<file path="src/rtl/alu_arbiter_pkg.sv">
// alu_arbiter_pkg: shared definitions for the two-requester ALU arbiter.
//   - ALU mode encodings (2-bit)
//   - FSM state type for the arbiter controller
package alu_arbiter_pkg;

  localparam int MODE_W = 2;

  localparam logic [MODE_W-1:0] MODE_PASS_A = 2'd0;
  localparam logic [MODE_W-1:0] MODE_PASS_B = 2'd1;
  localparam logic [MODE_W-1:0] MODE_ADD    = 2'd2;
  localparam logic [MODE_W-1:0] MODE_SUB    = 2'd3;

  typedef enum logic [1:0] {
    IDLE = 2'd0,
    EXEC = 2'd1,
    RESP = 2'd2
  } state_e;

endpackage

</file>
<file path="src/rtl/alu_arbiter_alu_core.sv">
// alu_core: combinational ALU shared by both requesters.
//   a, b    : operands (WIDTH)
//   mode    : PASS_A / PASS_B / ADD / SUB
//   y       : result, modulo 2^WIDTH (carry/borrow discarded)
//   is_zero : high when y == 0
module alu_core
  import alu_arbiter_pkg::*;
#(
  parameter int WIDTH = 10
) (
  input  logic [WIDTH-1:0]  a,
  input  logic [WIDTH-1:0]  b,
  input  logic [MODE_W-1:0] mode,
  output logic [WIDTH-1:0]  y,
  output logic              is_zero
);

  always_comb begin
    y = a;
    unique case (mode)
      MODE_PASS_A: y = a;
      MODE_PASS_B: y = b;
      MODE_ADD:    y = a + b;
      MODE_SUB:    y = a - b;
      default:     y = a;
    endcase
  end

  assign is_zero = (y == '0);

endmodule

</file>
<file path="src/rtl/alu_arbiter.sv">
// alu_arbiter: round-robin arbiter in front of a single shared ALU.
//   clk, reset           : clock, async active-high reset
//   req_valid/req_ready  : per-requester handshake (bit i = requester i)
//   req{0,1}_a/_b/_mode  : operands and ALU mode per requester
//   rsp_valid/rsp_ready  : response handshake
//   rsp_id, rsp_y, rsp_zero : granted requester, result, result==0
// Optional: define ALU_ARBITER_STATS_EN to add saturating 8-bit grant
// counters grant_cnt0 / grant_cnt1.
// One operation in flight: IDLE (grant) -> EXEC (compute) -> RESP (hold).
module alu_arbiter
  import alu_arbiter_pkg::*;
#(
  parameter int WIDTH = 10
) (
  input  logic              clk,
  input  logic              reset,
  input  logic [1:0]        req_valid,
  output logic [1:0]        req_ready,
  input  logic [WIDTH-1:0]  req0_a,
  input  logic [WIDTH-1:0]  req0_b,
  input  logic [WIDTH-1:0]  req1_a,
  input  logic [WIDTH-1:0]  req1_b,
  input  logic [MODE_W-1:0] req0_mode,
  input  logic [MODE_W-1:0] req1_mode,
  output logic              rsp_valid,
  input  logic              rsp_ready,
  output logic              rsp_id,
  output logic [WIDTH-1:0]  rsp_y,
  output logic              rsp_zero
`ifdef ALU_ARBITER_STATS_EN
  ,
  output logic [7:0]        grant_cnt0,
  output logic [7:0]        grant_cnt1
`endif
);

  state_e            state_q, state_d;
  logic              last_q;      // requester granted most recently
  logic [WIDTH-1:0]  a_q, b_q;
  logic [MODE_W-1:0] mode_q;
  logic              id_q;
  logic [WIDTH-1:0]  y_q;
  logic              zero_q;

  logic              gnt_any;
  logic              gnt_id;
  logic [WIDTH-1:0]  alu_y;
  logic              alu_zero;

  // Grant only from IDLE; on a tie the requester not served last wins,
  // otherwise the lone requester wins. Held off while reset is asserted
  // so req_ready reads 0 during reset.
  assign gnt_any = (state_q == IDLE) && (|req_valid) && !reset;
  assign gnt_id  = (&req_valid) ? ~last_q : req_valid[1];

  // State register
  always_ff @(posedge clk or posedge reset) begin
    if (reset) state_q <= IDLE;
    else       state_q <= state_d;
  end

  // Next-state logic
  always_comb begin
    state_d = state_q;
    unique case (state_q)
      IDLE:    if (gnt_any)   state_d = EXEC;
      EXEC:                   state_d = RESP;
      RESP:    if (rsp_ready) state_d = IDLE;
      default:                state_d = IDLE;
    endcase
  end

  // Outputs
  always_comb begin
    req_ready = 2'b00;
    if (gnt_any) req_ready[gnt_id] = 1'b1;
    rsp_valid = (state_q == RESP);
  end

  // Request capture at the grant
  always_ff @(posedge clk or posedge reset) begin
    if (reset) begin
      last_q <= 1'b1;   // so requester 0 wins the first tie
      a_q    <= '0;
      b_q    <= '0;
      mode_q <= MODE_PASS_A;
      id_q   <= 1'b0;
    end else if (gnt_any) begin
      last_q <= gnt_id;
      id_q   <= gnt_id;
      a_q    <= gnt_id ? req1_a    : req0_a;
      b_q    <= gnt_id ? req1_b    : req0_b;
      mode_q <= gnt_id ? req1_mode : req0_mode;
    end
  end

  alu_core #(.WIDTH(WIDTH)) u_alu (
    .a       (a_q),
    .b       (b_q),
    .mode    (mode_q),
    .y       (alu_y),
    .is_zero (alu_zero)
  );

  // Result registered in EXEC, held through RESP
  always_ff @(posedge clk or posedge reset) begin
    if (reset) begin
      y_q    <= '0;
      zero_q <= 1'b0;
    end else if (state_q == EXEC) begin
      y_q    <= alu_y;
      zero_q <= alu_zero;
    end
  end

  assign rsp_y    = y_q;
  assign rsp_zero = zero_q;
  assign rsp_id   = id_q;

`ifdef ALU_ARBITER_STATS_EN
  logic [7:0] cnt0_q, cnt1_q;

  always_ff @(posedge clk or posedge reset) begin
    if (reset) begin
      cnt0_q <= 8'd0;
      cnt1_q <= 8'd0;
    end else if (gnt_any) begin
      if (!gnt_id && cnt0_q != 8'hFF) cnt0_q <= cnt0_q + 8'd1;
      if ( gnt_id && cnt1_q != 8'hFF) cnt1_q <= cnt1_q + 8'd1;
    end
  end

  assign grant_cnt0 = cnt0_q;
  assign grant_cnt1 = cnt1_q;
`endif

endmodule
</file>
<file path="config.mk">
export PLATFORM = sky130hd
export DESIGN_NAME = alu_arbiter
export DESIGN_NICKNAME = d
export VERILOG_FILES = /design/src/rtl/alu_arbiter_pkg.sv /design/src/rtl/alu_arbiter_alu_core.sv /design/src/rtl/alu_arbiter.sv
export SDC_FILE = /design/constraint.sdc
export NUM_CORES = 1
export LEC_CHECK = 0
export CAP_MARGIN = 20
export CORE_MARGIN = 4
export CORE_UTILIZATION = 49
export CTS_BUF_LIST = sky130_fd_sc_hd__clkbuf_16
export CTS_CLUSTER_DIAMETER = 50
export CTS_CLUSTER_SIZE = 16
export DETAILED_ROUTE_END_ITERATION = 8
export PLACE_DENSITY = 0.8
export SLEW_MARGIN = 5
export SYNTH_ARGS = -nofsm -noshare
export SYNTH_HDL_FRONTEND = slang
export SYNTH_SLANG_ARGS = --single-unit
</file>
<file path="constraint.sdc">
create_clock -name clk -period 4.3 [get_ports clk]
set_input_delay 0.43 -clock clk [delete_from_list [all_inputs] [get_ports clk]]
set_output_delay 0.43 -clock clk [all_outputs]
set_load 0.05 [all_outputs]
</file>
==> out/qor.yml, run 1 <==
synth_seq_area_share_pct: 37.1
ant_nets: 0
vias: 2111
start_util_pct: 51.9
htreeDepth: 2
wire_per_inst_um: 13.0
finalPower_mw: 2.72
postSynthCellCount: 273
die_h_um: 79.4
holdPathStages: 1
grt_max_degree: 47
cp.required_ps: 4470
holdCritPathClass: "reg2reg"
cp_data_arrival_time_ps: 3680
use_met2_pct: 29.5
critical_path_class: "reg2reg"
min_period_ps: 3510
power-per-cell-area_nw_per_um2: 817
core_area_sq_um: 4820
slew_headroom_pct: 55.4
die_w_um: 79.4
cap_viol_max_count: 0
via_per_inst: 5.28
worst_slack_ps: 791
dp_hpwl_mm: 4.00
clock_path_buffers: 2
cts_hold_buf: 0
gp_congestion: 0.860
syn-num-nets: 333
tns_ps: 0
syn_area_sq_um: 2500
hold_path.startpoint: "rsp_id$_DFFE_PP0P_"
nFillCells: 429
wl_mm: 5.21
hold_end: "rsp_id$_DFFE_PP0P_"
report.final.slew_viol_count: 0
clock_tree.root_cell: "clkbuf_16"
clk_latency_ps: 270
final_layout_size_suffix_gt1_share_pct: 7.51
p_leak_nw: 1.46
r2r-start: "mode_q[0]$_DFFE_PP0P_"
synth_seq_cells: 37
synthArstFlopShare_pct: 100
layout_commonest_cell: "clkdlybuf4s50_1"
tritoncts: "done"
io_buffers: 63
met1_usage_pct: 23.8
path_clk_slew_ps: 50
post_cts_resized: 0
crit_fanout: 17
overflow: 0
synthTopCellsByArea: "dfrtp_1 (36%), mux2i_1 (12%), o21ai_0 (7.6%), nand2_1 (5.4%), ha_1 (5.0%)"
ioPinCount: 64
cts_setup_buffers: 0
finalCritPeriodShare_pct: 81.6
synth_top_cell_by_area: "dfrtp_1"
syn_avg_cell_area_sq_um: 9.15
r2r_cells: 10
route.detailed.drc: 0
cts_num_sinks: 37
track_usage_pct: 18.2
yosysTopAreaCellShare_pct: 36.1
use_met3_pct: 4.51
dr.pass1.iters: 4
endpoint_kind: "register"
numCtsBuffers: 5
vdd_drop_max_mv: 0.344
grt_pass1_vias: 2058
synth_edf_count: 0
diodes: 0
dieArea_sq_um: 6310
ys.flop_type: "dfrtp_1"
final-setup-viol-count: 0
antenna_found_initial: 0
post-place-ws_ps: 859
hold_violations: 0
top_usage_layer: "met2"
regToRegSetupSlack_ps: 790
synth_cell_types: 46
fmax_mhz: 285
skew_ps: 2.19
grt_pass1_wl_mm: 9.13
rsz0062_at_grt: "no"
rows: 25
drtIter0Drc: 182
nets: 392
yosysWarnings: 0
final_cell_mix: "clkdlybuf4s50_1 (63), o21ai_0 (37), nand2_1 (36), dfrtp_1 (36), mux2i_1 (31)"
rr_endpoint: "rsp_zero$_DFFE_PP0N_"
status: "complete, no violations"
worstMarginPinSlew_ps: 669
areaGrowthSynthToFinish_pct: 33.0
start_kind: "register"
==> cells by family after synthesis <==
group	count (synthesis)	synth area share, %
simple gates	73	14.5
compound gates	78	19.6
flops	37	37.1
xor+xnor	13	4.56
buf+inv	26	4.16
fa+ha+maj	11	5.81
mux	35	14.2
==> worst max path at each step <==
| stage | end | start | slack [ps] | cells past startpoint |
|---|---|---|---|---|
| CTS | rsp_zero$_DFFE_PP0N_ | mode_q[0]$_DFFE_PP0P_ | 800 | 10 |
| finish | rsp_zero$_DFFE_PP0N_ | mode_q[0]$_DFFE_PP0P_ | 790 | 10 |
| detailed placement | rsp_zero$_DFFE_PP0N_ | mode_q[0]$_DFFE_PP0P_ | 860 | 11 |
| floorplan | rsp_zero$_DFFE_PP0N_ | mode_q[1]$_DFFE_PP0P_ | 990 | 14 |
| global placement | rsp_zero$_DFFE_PP0N_ | mode_q[0]$_DFFE_PP0P_ | 980 | 10 |
| global route | rsp_zero$_DFFE_PP0N_ | mode_q[0]$_DFFE_PP0P_ | 600 | 10 |
==> synth_stat cells (3+ instances only) <==
cell,count
o21ai_0,38
dfrtp_1,36
nand2_1,36
mux2i_1,31
a21oi_1,12
nor2_1,11
xnor2_1,11
ha_1,10
inv_1,10
clkbuf_1,9
nand2b_1,7
nor3_1,6
buf_2,5
a21o_1,4
mux2_2,4
a211oi_1,3
a31oi_1,3
==> critical path, cell delays in order, from the launching register on <==
cell and delay, ps:
dfrtp_1 770, and2_1 400, mux2i_1 380, ha_1 300, nand2b_1 110, a21oi_2 80
o41ai_2 370, o21ai_2 160, xnor2_1 150, a221o_2 400, o41ai_2 280
==> metrics by stage <==
step / area (sq um) / std cells / util, % / hold WS [ps]
detailed placement: 3190 / 392 / 66.2 / 470
CTS: 3320 / 400 / 69.0 / 481
floorplan: 2500 / 273 / - / 450
finish: 3320 / 400 / 69.0 / 474
global placement: 3190 / 392 / 66.2 / 461
global route: 3320 / 400 / 69.0 / 507
==> state kept, by name (all words and copies together), names as in the netlist <==
signal / flops
last_q: 1
mode_q: 2
rsp_id: 1
a_q: 10
rsp_y: 10
state_q: 2
b_q: 10
rsp_zero: 1
==> where the power goes <==
group / internal (mW) / switching (mW)
clock network: 0.208 / 0.127
logic: 0.755 / 0.957
registers: 0.495 / 0.176
==> area by class of cell <==
| type | count | area (sq um) | area share, % |
|---|---|---|---|
| timing repair buffer | 67 | 661 | 19.9 |
| clock buffer | 5 | 125 | 3.76 |
| tap | 67 | 83.8 | 2.52 |
| inverter | 11 | 41.3 | 1.24 |
| clock inverter | 3 | 11.3 | 0.339 |
| sequential | 37 | 927 | 27.9 |
| multi-input combinational | 210 | 1480 | 44.4 |
==> layer usage <==
metal  up-vias  routed length, um
met5         -                  0
met4         0                 72
met3         9                346
met2        67               2480
met1       947               2310
li1       1088                  -
Note: power is estimated with default switching activity, not from simulation.
==> run 2, diff against run 1 <==
- CORE_UTILIZATION: 49 -> 45
- PLACE_DENSITY: 0.8 -> 0.77
- clock period: 4.3 -> 2.9 ns (I/O delays scaled with it)
==> out/qor.yml, run 2 (same netlist as run 1, synthesis figures left out) <==
r2r_cells: 13  # +3
start_util_pct: 47.7  # -4.2 points
holdCritPathClass: "in2async"
final_layout_size_suffix_gt1_share_pct: 22.0  # +14 points
multi_input_area_sq_um: 1630  # +11%
power-per-cell-area_nw_per_um2: 1370  # +68%
design_area_sq_um: 3730  # +12%
grt_pass1_wl_mm: 9.54  # +4.5%
grt_max_degree: 38  # -19%
cp.depth: 13  # +3
violations: "setup timing"
cap_viol_max_count: 0  # unchanged
finalPower_mw: 5.13  # +89%
dr.pass1.iters: 4  # unchanged
hold_violations: 0  # unchanged
antenna_found_initial: 0  # unchanged
grt_pass1_vias: 2102  # +2.1%
skew_ps: 4.99  # +2.80 ps
ant_nets: 0  # unchanged
htreeDepth: 2  # unchanged
regToRegSetupSlack_ps: -20  # -810 ps
worst_slack_ps: -22.0  # -813 ps
crit_slowest_cell: "a2111o_1"
via_per_inst: 5.46  # +3.5%
min_period_ps: 2920  # -587 ps
critPathBufInv: 2  # +2
start_kind: "register"
endpoint_kind: "register"
tritoncts: "done"
ioPinCount: 64  # unchanged
crit_chain: "inv_2, ha_4, buf_6, a21oi_2, xnor2_1, ha_1, nor3_2, nor2_2, o41ai_4, o21bai_1, xor2_1, a2111o_1, o41ai_2"
status: "complete, but fails checks"
clock_path_buffers: 2  # unchanged
cts_hold_buf: 0  # unchanged
areaGrowthSynthToFinish_pct: 49.4
dpl_cell_area_sq_um: 3290  # +3.2%
r2r-start: "b_q[1]$_DFFE_PP0P_"
rows: 26  # +4.0%
cp_data_arrival_time_ps: 3100  # -580 ps
worst_path_dominant_cell_family: "compound AO/OA/AOI/OAI gates"
dp_hpwl_mm: 4.43  # +11%
wl_mm: 7.04  # +35%
tns_ps: -22.0  # -22.0 ps
overflow: 0  # unchanged
nets: 418  # +6.6%
core_area_sq_um: 5240  # +8.7%
route.detailed.drc: 0  # unchanged
final-setup-viol-count: 1  # +1
worstMarginPinSlew_ps: 556  # -113 ps
nFillCells: 404  # -5.8%
layout_commonest_cell: "clkdlybuf4s50_1"
gp_congestion: 0.873  # +1.5%
cp_slowest_stage_delay_ps: 430  # -340 ps
final_cell_mix: "clkdlybuf4s50_1 (61), nand2_1 (36), o21ai_0 (35), dfrtp_1 (35), mux2i_1 (30)"
rsz0062_at_grt: "yes"
wire_per_inst_um: 16.4  # +26%
dieArea_sq_um: 6810  # +8.0%
crit_fanout: 4  # -13
seqCellArea_sq_um: 928  # +0.13%
finalCritPeriodShare_pct: 101  # +19 points
vdd_drop_max_mv: 0.663  # +93%
clk_latency_ps: 280  # about the same
rr_endpoint: "rsp_zero$_DFFE_PP0N_"
cp.required_ps: 3080  # -1390 ps
clock_tree.root_cell: "clkbuf_16"
numCtsBuffers: 5  # unchanged
die_h_um: 82.5  # +3.9%
io_buffers: 63  # unchanged
fmax_mhz: 342  # +20%
vias: 2343  # +11%
drtIter0Drc: 133  # -27%
report.final.slew_viol_count: 0  # unchanged
slew_headroom_pct: 62.9  # +7.5 points
cp-startpoint: "b_q[1]$_DFFE_PP0P_"
cts_num_sinks: 37  # unchanged
p_leak_nw: 1.64  # +12%
path_clk_slew_ps: 60  # about the same
diodes: 0  # unchanged
track_usage_pct: 18.1  # -0.031 points
critical_path_class: "reg2reg"
die_w_um: 82.5  # +3.9%
[run 2: area by class of cell]
type | count | share of cell area, %
multi-input cells | 210 | 43.7
flip-flops and latches | 37 | 24.9
clock inverters | 3 | 1.11
inverters | 11 | 1.11
repair buffers | 93 | 23.5
clock buffers | 5 | 3.35
well taps | 70 | 2.35
[run 2: worst max path at each step]
stage                                 endpoint  slack [ps]
after floorplan           rsp_zero$_DFFE_PP0N_         -50
after global placement    rsp_zero$_DFFE_PP0N_          60
after detailed placement  rsp_zero$_DFFE_PP0N_        -110
after CTS                 rsp_zero$_DFFE_PP0N_          10
after global routing      rsp_zero$_DFFE_PP0N_        -160
final                     rsp_zero$_DFFE_PP0N_         -20
[run 2: per-stage QoR]
step	hold WS [ps]	utilization, %	cells	worst slack (ps)
after floorplan	398	-	273	-48.7
after global placement	460	62.8	405	55.1
after detailed placement	465	62.8	405	-107
after CTS	426	66.6	415	13.4
after global routing	476	71.3	429	-156
final	399	71.3	429	-22.0
[run 2: where the power goes]
group	internal, mW	total, mW	leakage, nW	switching, mW
Sequential	0.736	0.970	0.459	0.234
Clock	0.402	0.614	0.0775	0.212
Combinational	1.64	3.54	1.10	1.90
Total	2.78	5.13	1.64	2.35
[run 2: layer usage]
metal | wire length (um) | track usage (%) | up-vias
met3 | 437 | 2.93 | 21
met4 | 165 | 6.21 | 0
li1 | - | - | 1136
met2 | 3650 | 32.0 | 101
met1 | 2780 | 22.4 | 1085
met5 | 0 | 0 | -
[run 2: timing repair]
| action | 4_1_cts | 5_1_grt |
|---|---|---|
| setup endpoints to repair | 2 | 3 |
| hold endpoints to repair | 0 | 0 |
| resized for setup | 3 | 34 |
| pin swaps | 0 | 24 |
| setup buffers | 2 | 14 |
==> run 3, diff against run 2 <==
- CORE_MARGIN: 4 -> unset
- GPL_TIMING_DRIVEN: unset -> 0
- HOLD_SLACK_MARGIN: unset -> 0.05
==> out/qor.yml, run 3 (same netlist as run 1, synthesis figures left out) <==
core_area_sq_um: 5240  # unchanged
path_clk_slew_ps: 50  # about the same
layout_commonest_cell: "clkdlybuf4s50_1"
wire_per_inst_um: 14.3  # -13%
dr.pass1.iters: 4  # unchanged
cts_num_sinks: 37  # unchanged
track_usage_pct: 21.2  # +3.1 points
wl_mm: 6.19  # -12%
htreeDepth: 2  # unchanged
critical_path_class: "reg2reg"
numCtsBuffers: 5  # unchanged
cp-startpoint: "mode_q[1]$_DFFE_PP0P_"
cpMostUsedCell: "buf_8"
critPathBufInv: 3  # +1
crit_fanout: 6  # +2
final_cell_mix: "clkdlybuf4s50_1 (62), o21ai_0 (36), nand2_1 (36)"
final_layout_size_suffix_gt1_share_pct: 19.1  # -2.9 points
status: "complete, but fails checks"
rr_endpoint: "rsp_zero$_DFFE_PP0N_"
holdCritPathClass: "reg2reg"
areaGrowthSynthToFinish_pct: 46.9
worst_slack_ps: -126  # -104 ps
violations: "setup timing"
design_area_sq_um: 3670  # -1.7%
overflow: 0  # unchanged
endpoint_kind: "register"
rows: 26  # unchanged
min_period_ps: 3030  # +104 ps
slew_headroom_pct: 49.7  # -13 points
r2r-start: "mode_q[1]$_DFFE_PP0P_"
via_per_inst: 5.25  # -3.8%
clk_latency_ps: 280  # about the same
worstMarginPinSlew_ps: 754  # +198 ps
finalPower_mw: 4.90  # -4.5%
crit_slowest_cell: "fa_2"
io_buffers: 63  # unchanged
final-setup-viol-count: 1  # unchanged
clock_tree.root_cell: "clkbuf_16"
fmax_mhz: 330  # -3.5%
drtIter0Drc: 166  # +25%
p_leak_nw: 1.61  # -1.8%
cp.depth: 12  # -1
vdd_drop_max_mv: 0.617  # -7.0%
clock_path_buffers: 2  # unchanged
nets: 422  # +0.96%
regToRegSetupSlack_ps: -130  # -100 ps
die_h_um: 76.5  # -7.3%
skew_ps: 2.38  # -2.61 ps
start_util_pct: 47.7  # unchanged
rsz0062_at_grt: "yes"
gp_congestion: 0.885  # +1.4%
r2r_cells: 12  # -1
grt_max_degree: 38  # unchanged
grt_pass1_vias: 2108  # +0.29%
antenna_found_initial: 0  # unchanged
grt_pass1_wl_mm: 9.83  # +3.0%
dp_hpwl_mm: 4.30  # -2.8%
cts_hold_buf: 0  # unchanged
ioPinCount: 64  # unchanged
cp_data_arrival_time_ps: 3210  # +110 ps
tritoncts: "done"
finalCritPeriodShare_pct: 104  # +3.6 points
cp_slowest_stage_delay_ps: 410  # -20 ps
start_kind: "register"
worst_path_dominant_cell_family: "compound AO/OA/AOI/OAI gates"
cp.required_ps: 3080  # about the same
route.detailed.drc: 0  # unchanged
die_w_um: 76.5  # -7.3%
vias: 2269  # -3.2%
crit_chain: "buf_8, and2_4, buf_8, mux2i_4, fa_2, a211oi_2, o21bai_1, a21oi_2, nor3b_1, o22a_1, inv_1, o41ai_2"
power-per-cell-area_nw_per_um2: 1330  # -2.9%
dieArea_sq_um: 5850  # -14%
hold_violations: 0  # unchanged
ant_nets: 0  # unchanged
report.final.slew_viol_count: 0  # unchanged
critPathCapture: "rsp_zero$_DFFE_PP0N_"
cap_viol_max_count: 0  # unchanged
diodes: 0  # unchanged
dpl_cell_area_sq_um: 3260  # -0.95%
## run 3: routing by layer
layer | global-route usage (%) | routed length [um] | share of wire (%)
met4 | 6.54 | 147 | 2.4
met1 | 25.9 | 2630 | 43
met3 | 3.71 | 281 | 4.5
met5 | 0 | 0 | 0
met2 | 37.8 | 3130 | 51
## run 3: through the flow
stage | std cells | util (%) | setup slack [ps] | TNS (ps) | hold WS (ps)
floorplan | 273 | - | -48.7 | -48.7 | 398
global route | 432 | 70.1 | -242 | -402 | 492
global placement | 406 | 62.2 | -298 | -653 | 459
detailed placement | 406 | 62.2 | -347 | -822 | 464
CTS | 424 | 67.6 | -26.1 | -26.1 | 482
finish | 432 | 70.1 | -126 | -126 | 470
## run 3: power by group
group	switching, mW	internal, mW	total [mW]
clock network	0.193	0.307	0.499
registers	0.227	0.740	0.967
logic	1.81	1.62	3.43
## run 3: final cells by class
type / count / area, sq um
Tap cell: 70 / 87.6
Timing Repair Buffer: 85 / 798
Multi-Input combinational cell: 210 / 1590
Clock inverter: 2 / 7.51
Clock buffer: 5 / 125
Sequential cell: 37 / 932
Fill cell: 397 / 1570
Inverter: 11 / 41.3
Buffer: 12 / 87.6
## run 3: worst min path at each step
stage / from / to / slack [ps] / cells past startpoint
3_5_place_dp: rsp_zero$_DFFE_PP0N_ / rsp_zero$_DFFE_PP0N_ / 460 / 2
3_3_place_gp: rsp_id$_DFFE_PP0P_ / rsp_id$_DFFE_PP0P_ / 460 / 1
2_1_floorplan: rsp_ready / state_q[1]$_DFFE_PP0P_ / 400 / 1
6_report: rsp_y[2]$_DFFE_PP0N_ / rsp_y[2]$_DFFE_PP0N_ / 470 / 2
5_1_grt: rsp_y[3]$_DFFE_PP0N_ / rsp_y[3]$_DFFE_PP0N_ / 490 / 2
4_1_cts: rsp_y[2]$_DFFE_PP0N_ / rsp_y[2]$_DFFE_PP0N_ / 480 / 2
## run 3: tightest hold or removal path, cell delays in order, from the launching register on
cell and delay, ps:
dfrtp_1 340, nand2_1 40, o21ai_0 50
## run 3: timing repair
| item | in CTS | in global routing |
|---|---|---|
| buffers inserted | 13 | 10 |
| pin swaps | 19 | 17 |
| cloned | 0 | 0 |
| setup endpoints to repair | 6 | 3 |
| resized for setup | 19 | 19 |
